[config.mk]
export PLATFORM = sky130hd
export DESIGN_NAME = draw_sprite_engine
export DESIGN_NICKNAME = d
export VERILOG_FILES = /design/src/rtl/draw_pkg.sv /design/src/rtl/draw_pixel_pipe.sv /design/src/rtl/draw_sprite_engine.sv
export SDC_FILE = /design/constraint.sdc
export NUM_CORES = 1
export LEC_CHECK = 0
export ABC_CLOCK_PERIOD_IN_PS = 3600
export BUFFER_PORTS_ARGS = -buffer_cell sky130_fd_sc_hd__buf_2
export CELL_PAD_IN_SITES_DETAIL_PLACEMENT = 1
export CELL_PAD_IN_SITES_GLOBAL_PLACEMENT = 2
export CORE_MARGIN = 2
export CORE_UTILIZATION = 34
export CTS_BUF_LIST = sky130_fd_sc_hd__clkbuf_4
export DETAILED_ROUTE_END_ITERATION = 16
export GPL_TIMING_DRIVEN = 0
export PLACE_DENSITY = 0.76
export SLEW_MARGIN = 20
export SYNTH_ARGS = -nofsm -noshare
export SYNTH_HDL_FRONTEND = slang
export SYNTH_SLANG_ARGS = --single-unit
[constraint.sdc]
create_clock -name clk -period 3.6 [get_ports clk]
set_input_delay 0.72 -clock clk [delete_from_list [all_inputs] [get_ports clk]]
set_output_delay 0.72 -clock clk [all_outputs]
set_load 0.02 [all_outputs]
[src/rtl/draw_pkg.sv]
// draw_pkg: shared types and helpers for the sprite draw engine
package draw_pkg;
  typedef enum logic [1:0] {IDLE, SCAN, DRAIN, DONE} state_t;
  localparam int DEF_KEY = 0;
  function automatic int clog2(input int v);
    int r;
    r = 0;
    while ((1 << r) < v) r++;
    return r;
  endfunction
endpackage

[src/rtl/draw_pixel_pipe.sv]
// draw_pixel_pipe: delays pixel valid/clip/position to line up with the sprite ROM read data
module draw_pixel_pipe #(
  parameter int DEPTH = 2,
  parameter int X_W = 9,
  parameter int Y_W = 8
)(
  input  logic           clk,
  input  logic           rst,
  input  logic           i_v,
  input  logic           i_clip,
  input  logic [X_W-1:0] i_x,
  input  logic [Y_W-1:0] i_y,
  output logic           o_v,
  output logic           o_clip,
  output logic [X_W-1:0] o_x,
  output logic [Y_W-1:0] o_y
);
  localparam int PW = X_W + Y_W + 2;
  logic [PW-1:0] r_q [DEPTH];
  always_ff @(posedge clk or posedge rst)
    if (rst) for (int i = 0; i < DEPTH; i++) r_q[i] <= '0;
    else begin
      r_q[0] <= {i_v, i_clip, i_x, i_y};
      for (int i = 1; i < DEPTH; i++) r_q[i] <= r_q[i-1];
    end
  assign {o_v, o_clip, o_x, o_y} = r_q[DEPTH-1];
endmodule

[src/rtl/draw_sprite_engine.sv]
// draw_sprite_engine: row-major sprite blitter with mirroring, colour-key transparency and clipping
module draw_sprite_engine
  import draw_pkg::*;
#(
  parameter int SPRITE_W = 16,
  parameter int SPRITE_H = 16,
  parameter int X_W = 9,
  parameter int Y_W = 8,
  parameter int COLOR_W = 12,
  parameter int SCREEN_W = 320,
  parameter int SCREEN_H = 240,
  parameter int ROM_LATENCY = 1,
  parameter int TRANSPARENT_EN = 1,
  parameter logic [COLOR_W-1:0] KEY = COLOR_W'(DEF_KEY),
  parameter int COUNT_W = 3,
  localparam int N = SPRITE_W * SPRITE_H,
  localparam int ADDR_W = (clog2(N) < 1) ? 1 : clog2(N)
)(
  input  logic               clk,
  input  logic               resetn,
  input  logic               start,
  input  logic [X_W-1:0]     x_init,
  input  logic [Y_W-1:0]     y_init,
  input  logic               mirror_x,
  input  logic               count_clr,
  output logic [ADDR_W-1:0]  rom_addr,
  input  logic [COLOR_W-1:0] rom_q,
  output logic               busy,
  output logic               done,
  output logic               plot,
  output logic [X_W-1:0]     X_out,
  output logic [Y_W-1:0]     Y_out,
  output logic [COLOR_W-1:0] Color_out,
  output logic [COUNT_W-1:0] sprite_count
);
  localparam int CW = (clog2(SPRITE_W) < 1) ? 1 : clog2(SPRITE_W);
  localparam int RW = (clog2(SPRITE_H) < 1) ? 1 : clog2(SPRITE_H);
  localparam int DW = (clog2(ROM_LATENCY + 1) < 1) ? 1 : clog2(ROM_LATENCY + 1);
  state_t r_state, w_next;
  logic [CW-1:0] r_col, w_col;
  logic [RW-1:0] r_row, w_row;
  logic [X_W-1:0] r_x0, w_x0, w_px, r_x;
  logic [Y_W-1:0] r_y0, w_y0, w_py, r_y;
  logic r_mir, w_mir, r_plot;
  logic [DW-1:0] r_dcnt;
  logic [ADDR_W-1:0] r_addr, w_addr;
  logic [X_W:0] w_xs;
  logic [Y_W:0] w_ys;
  logic [COLOR_W-1:0] r_color;
  logic [COUNT_W-1:0] r_count;
  logic w_go, w_eol, w_last, w_issue, w_clip, w_pv, w_pclip, w_show;
  // the issue side looks one pixel ahead: at each edge it registers the address of the pixel presented next
  assign w_go = r_state == IDLE && start;
  assign w_eol = r_col == CW'(SPRITE_W - 1);
  assign w_last = r_state == SCAN && w_eol && r_row == RW'(SPRITE_H - 1);
  assign w_issue = w_go || (r_state == SCAN && !w_last);
  assign w_col = (w_go || w_eol) ? '0 : r_col + CW'(1);
  assign w_row = w_go ? '0 : w_eol ? r_row + RW'(1) : r_row;
  assign w_x0 = w_go ? x_init : r_x0;
  assign w_y0 = w_go ? y_init : r_y0;
  assign w_mir = w_go ? mirror_x : r_mir;
  assign w_xs = (X_W+1)'(w_x0) + (X_W+1)'(w_col);
  assign w_ys = (Y_W+1)'(w_y0) + (Y_W+1)'(w_row);
  assign w_clip = w_xs >= (X_W+1)'(SCREEN_W) || w_ys >= (Y_W+1)'(SCREEN_H);
  assign w_addr = ADDR_W'(w_row * SPRITE_W) + ADDR_W'(w_mir ? CW'(SPRITE_W - 1) - w_col : w_col);
  assign w_show = w_pv && !w_pclip && !(TRANSPARENT_EN != 0 && rom_q == KEY);
  draw_pixel_pipe #(.DEPTH(ROM_LATENCY + 1), .X_W(X_W), .Y_W(Y_W)) u_pipe (
    .clk(clk), .rst(resetn),
    .i_v(w_issue), .i_clip(w_clip), .i_x(w_xs[X_W-1:0]), .i_y(w_ys[Y_W-1:0]),
    .o_v(w_pv), .o_clip(w_pclip), .o_x(w_px), .o_y(w_py)
  );
  always_ff @(posedge clk or posedge resetn)
    if (resetn) r_state <= IDLE;
    else r_state <= w_next;
  always_comb begin
    w_next = r_state;
    if (w_go) w_next = SCAN;
    else if (w_last) w_next = DRAIN;
    else if (r_state == DRAIN && r_dcnt == DW'(ROM_LATENCY)) w_next = DONE;
    else if (r_state == DONE) w_next = IDLE;
  end
  always_comb begin
    busy = r_state != IDLE;
    done = r_state == DONE;
  end
  always_ff @(posedge clk or posedge resetn)
    if (resetn) begin
      r_col <= '0;
      r_row <= '0;
      r_addr <= '0;
      r_x0 <= '0;
      r_y0 <= '0;
      r_mir <= 1'b0;
      r_dcnt <= '0;
      r_count <= '0;
      r_plot <= 1'b0;
      r_x <= '0;
      r_y <= '0;
      r_color <= '0;
    end else begin
      if (w_issue) begin
        r_col <= w_col;
        r_row <= w_row;
        r_addr <= w_addr;
      end
      if (w_go) begin
        r_x0 <= x_init;
        r_y0 <= y_init;
        r_mir <= mirror_x;
      end
      r_dcnt <= (r_state == DRAIN) ? r_dcnt + DW'(1) : '0;
      r_count <= count_clr ? '0 : r_count + COUNT_W'(r_state == DONE);
      r_plot <= w_show;
      if (w_show) begin
        r_x <= w_px;
        r_y <= w_py;
        r_color <= rom_q;
      end
    end
  assign rom_addr = r_addr;
  assign plot = r_plot;
  assign X_out = r_x;
  assign Y_out = r_y;
  assign Color_out = r_color;
  assign sprite_count = r_count;
endmodule

==> results.txt <==
The run finished with clean final reports. The worst setup skew after layout is 0.0176 ns. The number of max-slew violations in the final report is 0. The number of buffers added to fix hold violations after cts is 0.

Detailed routing inserted a total of between 2000 and 3000 vias. The clock net in this run drives a total of about 100 sinks. The synthesized net count is 413. In the routed layout, each cell is associated on average with a via count of 4.71.

The number of buffers inserted during clock tree synthesis came out at 9. Of all flip-flops after synthesis, the portion carrying an async set or reset was 100%. The pin count of the biggest net entering global routing came out at 58.

The total grt overflow is 0. The post-detailed-placement half-perimeter wirelength is 7080 um. The final critical path takes up 89.2% of the cycle. The worst setup slack for register-to-register paths is 0.39 ns.

Leaving out fill and tap cells, the most frequent cells in the layout are sky130_fd_sc_hd__dfrtp_1 (104), sky130_fd_sc_hd__buf_2 (80), sky130_fd_sc_hd__nand2_1 (45), sky130_fd_sc_hd__mux2_2 (31). Yosys mapped a number of flops with a built-in enable equal to 0. The first TritonRoute pass finished after 6 iterations.

The detailed router finished its first iteration with 96 violations. The primary flip-flop cell chosen by synthesis mapping is sky130_fd_sc_hd__dfrtp_1. After detailed routing, the average wire length per cell comes to 15.1 um.

In the post-route analysis, the smallest setup slack over all paths is 0.388 ns. The internal power summed over all cells came out at 2720 uW. In this run the power density over the cells is 888 nW/um2. The final routed DRC violation total is 0. Hold is met by 0.259 ns. The most common cell after layout, fill and taps aside is sky130_fd_sc_hd__dfrtp_1. The routability-driven placement congestion ratio came out at 0.777. By startpoint and endpoint, the worst setup path is classified as reg2reg. Summing every instance area after synthesis gives 4360 um2. The data arrival time of the worst path is 3.61 ns. The area growth from synthesis to layout is 17.5%. Derived from the worst setup path, the maximum achievable clock frequency is 311 MHz. The synthesized netlist contains 45 unique library cells.

Yosys printed 0 warnings. The die width came out at 117 um. The cell sitting at the root of the clock tree is a sky130_fd_sc_hd__clkbuf_4. The net switching power figure is ~1800 uW. The number of cells produced by synthesis is 367. The area of the core is between 10000 and 15000 um2.

The count of nets left with antenna violations once routing finished came out at 0. The count of pins on the block boundary came out at just under 80. STA classifies the critical path startpoint as a flip-flop. The clock edge transition at the registers on the reported setup and hold paths is around 0.16 ns.

The leakage component of the power came out at roughly 0.0025 uW. The register area share after synthesis came out at 59.7%. The die boundary height came out at 117 um. Setup repair after global routing left no endpoint under its margin.

For this configuration, the core starts out at a cell density of 34.7%. The peak ir drop on the vdd network came out at 0.226 mV. The H-tree generated during clock tree synthesis spans 3 levels. The maximum net fanout on the critical path came out at 9. In the final layout, the share of cells above drive strength 1 is 30.8%.

The post-placement worst setup slack came out at -1.01 ns. The clock network latency to the later pin of the worst-skew pair came out at 0.47 ns. The number of I/O port buffers came out at 76. The total length of routed wires is 9510 um. The share of the synthesized area in the top cell type is between 50% and 60%. The relative slew slack came out at 57.7%.

The required arrival time at the worst endpoint came out at 4.00 ns. The path class of the tightest hold or removal check is in2async. The CTS tree is done. The number of max-cap violations came out at 0. For the pin with the worst max-slew slack, the measured transition is 0.634 ns. The number of antenna diodes in the final layout is 0. The floorplan has 41 rows. The number of global-route vias before repair came out at 3144.

The maximum buffer depth of the clock tree came out at 2. The number of failing setup endpoints in the final timing report is 0. The global router's overall resource usage came out at ~15%. The number of antenna violations at the first check in global routing came to 0. The average cell area after synthesis came out at 11.9 um2. The clock network is responsible for 11.6% of the overall power. The wire length of the first global-routing pass is 15700 um. The worst path needs 3.21 ns of the cycle, external delays included.

After synthesis, the cell types taking the most area are sky130_fd_sc_hd__dfrtp_1 (60%), sky130_fd_sc_hd__mux2_2 (8.0%), sky130_fd_sc_hd__nand2_1 (3.9%). The cell type with the largest total area after synthesis is sky130_fd_sc_hd__dfrtp_1. The post-CTS setup repair buffer count came out at 0.

The relative contribution of sequential cells to total power is 42.1%. The die area came out at approximately 14000 um2. The flip-flop and latch count after synthesis came out at 104. The hold violation count in the final report came out at 0. The net count of the finished layout came out at between 400 and 500. The fraction of power spent switching nets is 40.2%. Combinational cells account for 46.3% of the total power. STA classifies the critical path endpoint as a flip-flop.
## worst paths after layout
| kind | end | start | cells after the start |
|---|---|---|---|
| setup reg to reg | u_pipe.r_q[36]$_DFF_PP0_ | r_col[0]$_DFFE_PP0P_ | 12 |
| max in group asynchronous | r_x0[6]$_DFF_PP0_ | resetn | 3 |
| min in group clk | u_pipe.o_x[0]$_DFF_PP0_ | u_pipe.r_q[27]$_DFF_PP0_ | 0 |
| hold reg to reg | u_pipe.o_x[0]$_DFF_PP0_ | u_pipe.r_q[27]$_DFF_PP0_ | 0 |
| setup / recovery | u_pipe.r_q[36]$_DFF_PP0_ | r_col[0]$_DFFE_PP0P_ | 12 |
| hold / removal | Color_out[2]$_DFFE_PP0P_ | resetn | 2 |
## state kept, by name, indices dropped and copies added, names as in the netlist, 8 cells and up
signal and flops:
u_pipe.r_q 19, Color_out 12, X_out 9, r_x0 9
u_pipe.o_x 9, Y_out 8, r_y0 8, u_pipe.o_y 8
## through the flow
step	power, uW	util [%]	instance area, um2	instances	TNS [ns]
detailed placement	4080	39.7	4990	616	-6.44
finish	4550	40.7	5120	630	0
global route	4970	40.7	5120	630	0
CTS	4620	40.6	5100	630	0
floorplan	3460	-	4360	367	0
global placement	4000	39.4	4950	615	-120.15
## power by group through the flow
stage / combinational, uW / sequential (uW) / clock [uW]
finish: 2110 / 1910 / 528
global route: 2390 / 1980 / 597
CTS: 2140 / 1920 / 561
detailed placement: 2130 / 1950 / 0
global placement: 2070 / 1920 / 0
floorplan: 1320 / 2140 / 0
## routing by layer
layer	global-route usage [%]	vias to the layer above	wire length (um)
met5	0	-	0
met4	6.82	0	181
met3	3.09	11	474
met2	24.0	63	4340
met1	20.1	1472	4520
li1	-	1420	-
## timing repair
item                       4_1_cts  5_1_grt
hold endpoints to repair         0        0
gates cloned                     0        0
resized for setup                3        8
setup endpoints to repair        9        3
## worst max-delay path, cell delays in order (launching register included)
cell and delay (ns):
sky130_fd_sc_hd__dfrtp_1 0.46, sky130_fd_sc_hd__ha_1 0.30, sky130_fd_sc_hd__and3_1 0.21, sky130_fd_sc_hd__buf_4 0.17
sky130_fd_sc_hd__nor3_2 0.21, sky130_fd_sc_hd__ha_1 0.28, sky130_fd_sc_hd__ha_2 0.25, sky130_fd_sc_hd__and4b_1 0.22
sky130_fd_sc_hd__a211o_1 0.31, sky130_fd_sc_hd__a211oi_2 0.30, sky130_fd_sc_hd__o21ai_2 0.10, sky130_fd_sc_hd__xnor2_2 0.14
sky130_fd_sc_hd__o211ai_1 0.19
## Yosys cell counts, types with 3 or more instances
cell                       count
sky130_fd_sc_hd__xor2_1       10
sky130_fd_sc_hd__nor2_1       17
sky130_fd_sc_hd__nor3_1        5
sky130_fd_sc_hd__inv_1        18
sky130_fd_sc_hd__a211o_1       3
sky130_fd_sc_hd__nand3_1      16
sky130_fd_sc_hd__nor4_1        4
sky130_fd_sc_hd__dfrtp_1     104
sky130_fd_sc_hd__nor2b_1       3
sky130_fd_sc_hd__a21oi_1      11
sky130_fd_sc_hd__mux2_2       31
sky130_fd_sc_hd__clkbuf_1      7
sky130_fd_sc_hd__and3_1        4
sky130_fd_sc_hd__mux2i_1       8
sky130_fd_sc_hd__xnor2_1      12
sky130_fd_sc_hd__nand2b_1      4
sky130_fd_sc_hd__nand2_1      45
sky130_fd_sc_hd__buf_2         5
sky130_fd_sc_hd__nand4_1       3
sky130_fd_sc_hd__and2_1        3
sky130_fd_sc_hd__ha_1         11
sky130_fd_sc_hd__o21ai_0      14
## cell type report
cell class	instances	area [um2]
fillers	1409	7450
flip-flops and latches	104	2600
multi-input cells	231	1640
repair buffers	77	408
well taps	172	215
clock buffers	10	75.1
plain buffers	12	73.8
inverters	18	72.6
clock inverters	6	35.0
## logic make-up (layout without fill, tap and decap cells)
logic type / count (synthesis) / after routing / synth area share [%]
AND/OR/NAND/NOR: 110 / 110 / 11.8
flip-flops: 104 / 104 / 59.7
AO/OA/AOI/OAI: 46 / 46 / 6.83
multiplexers: 39 / 39 / 9.85
buffers and inverters: 32 / 123 / 3.16
XOR/XNOR: 23 / 23 / 4.79
adder cells (fa/ha/maj): 13 / 13 / 3.85
Note: power is estimated with default switching activity, not from simulation.
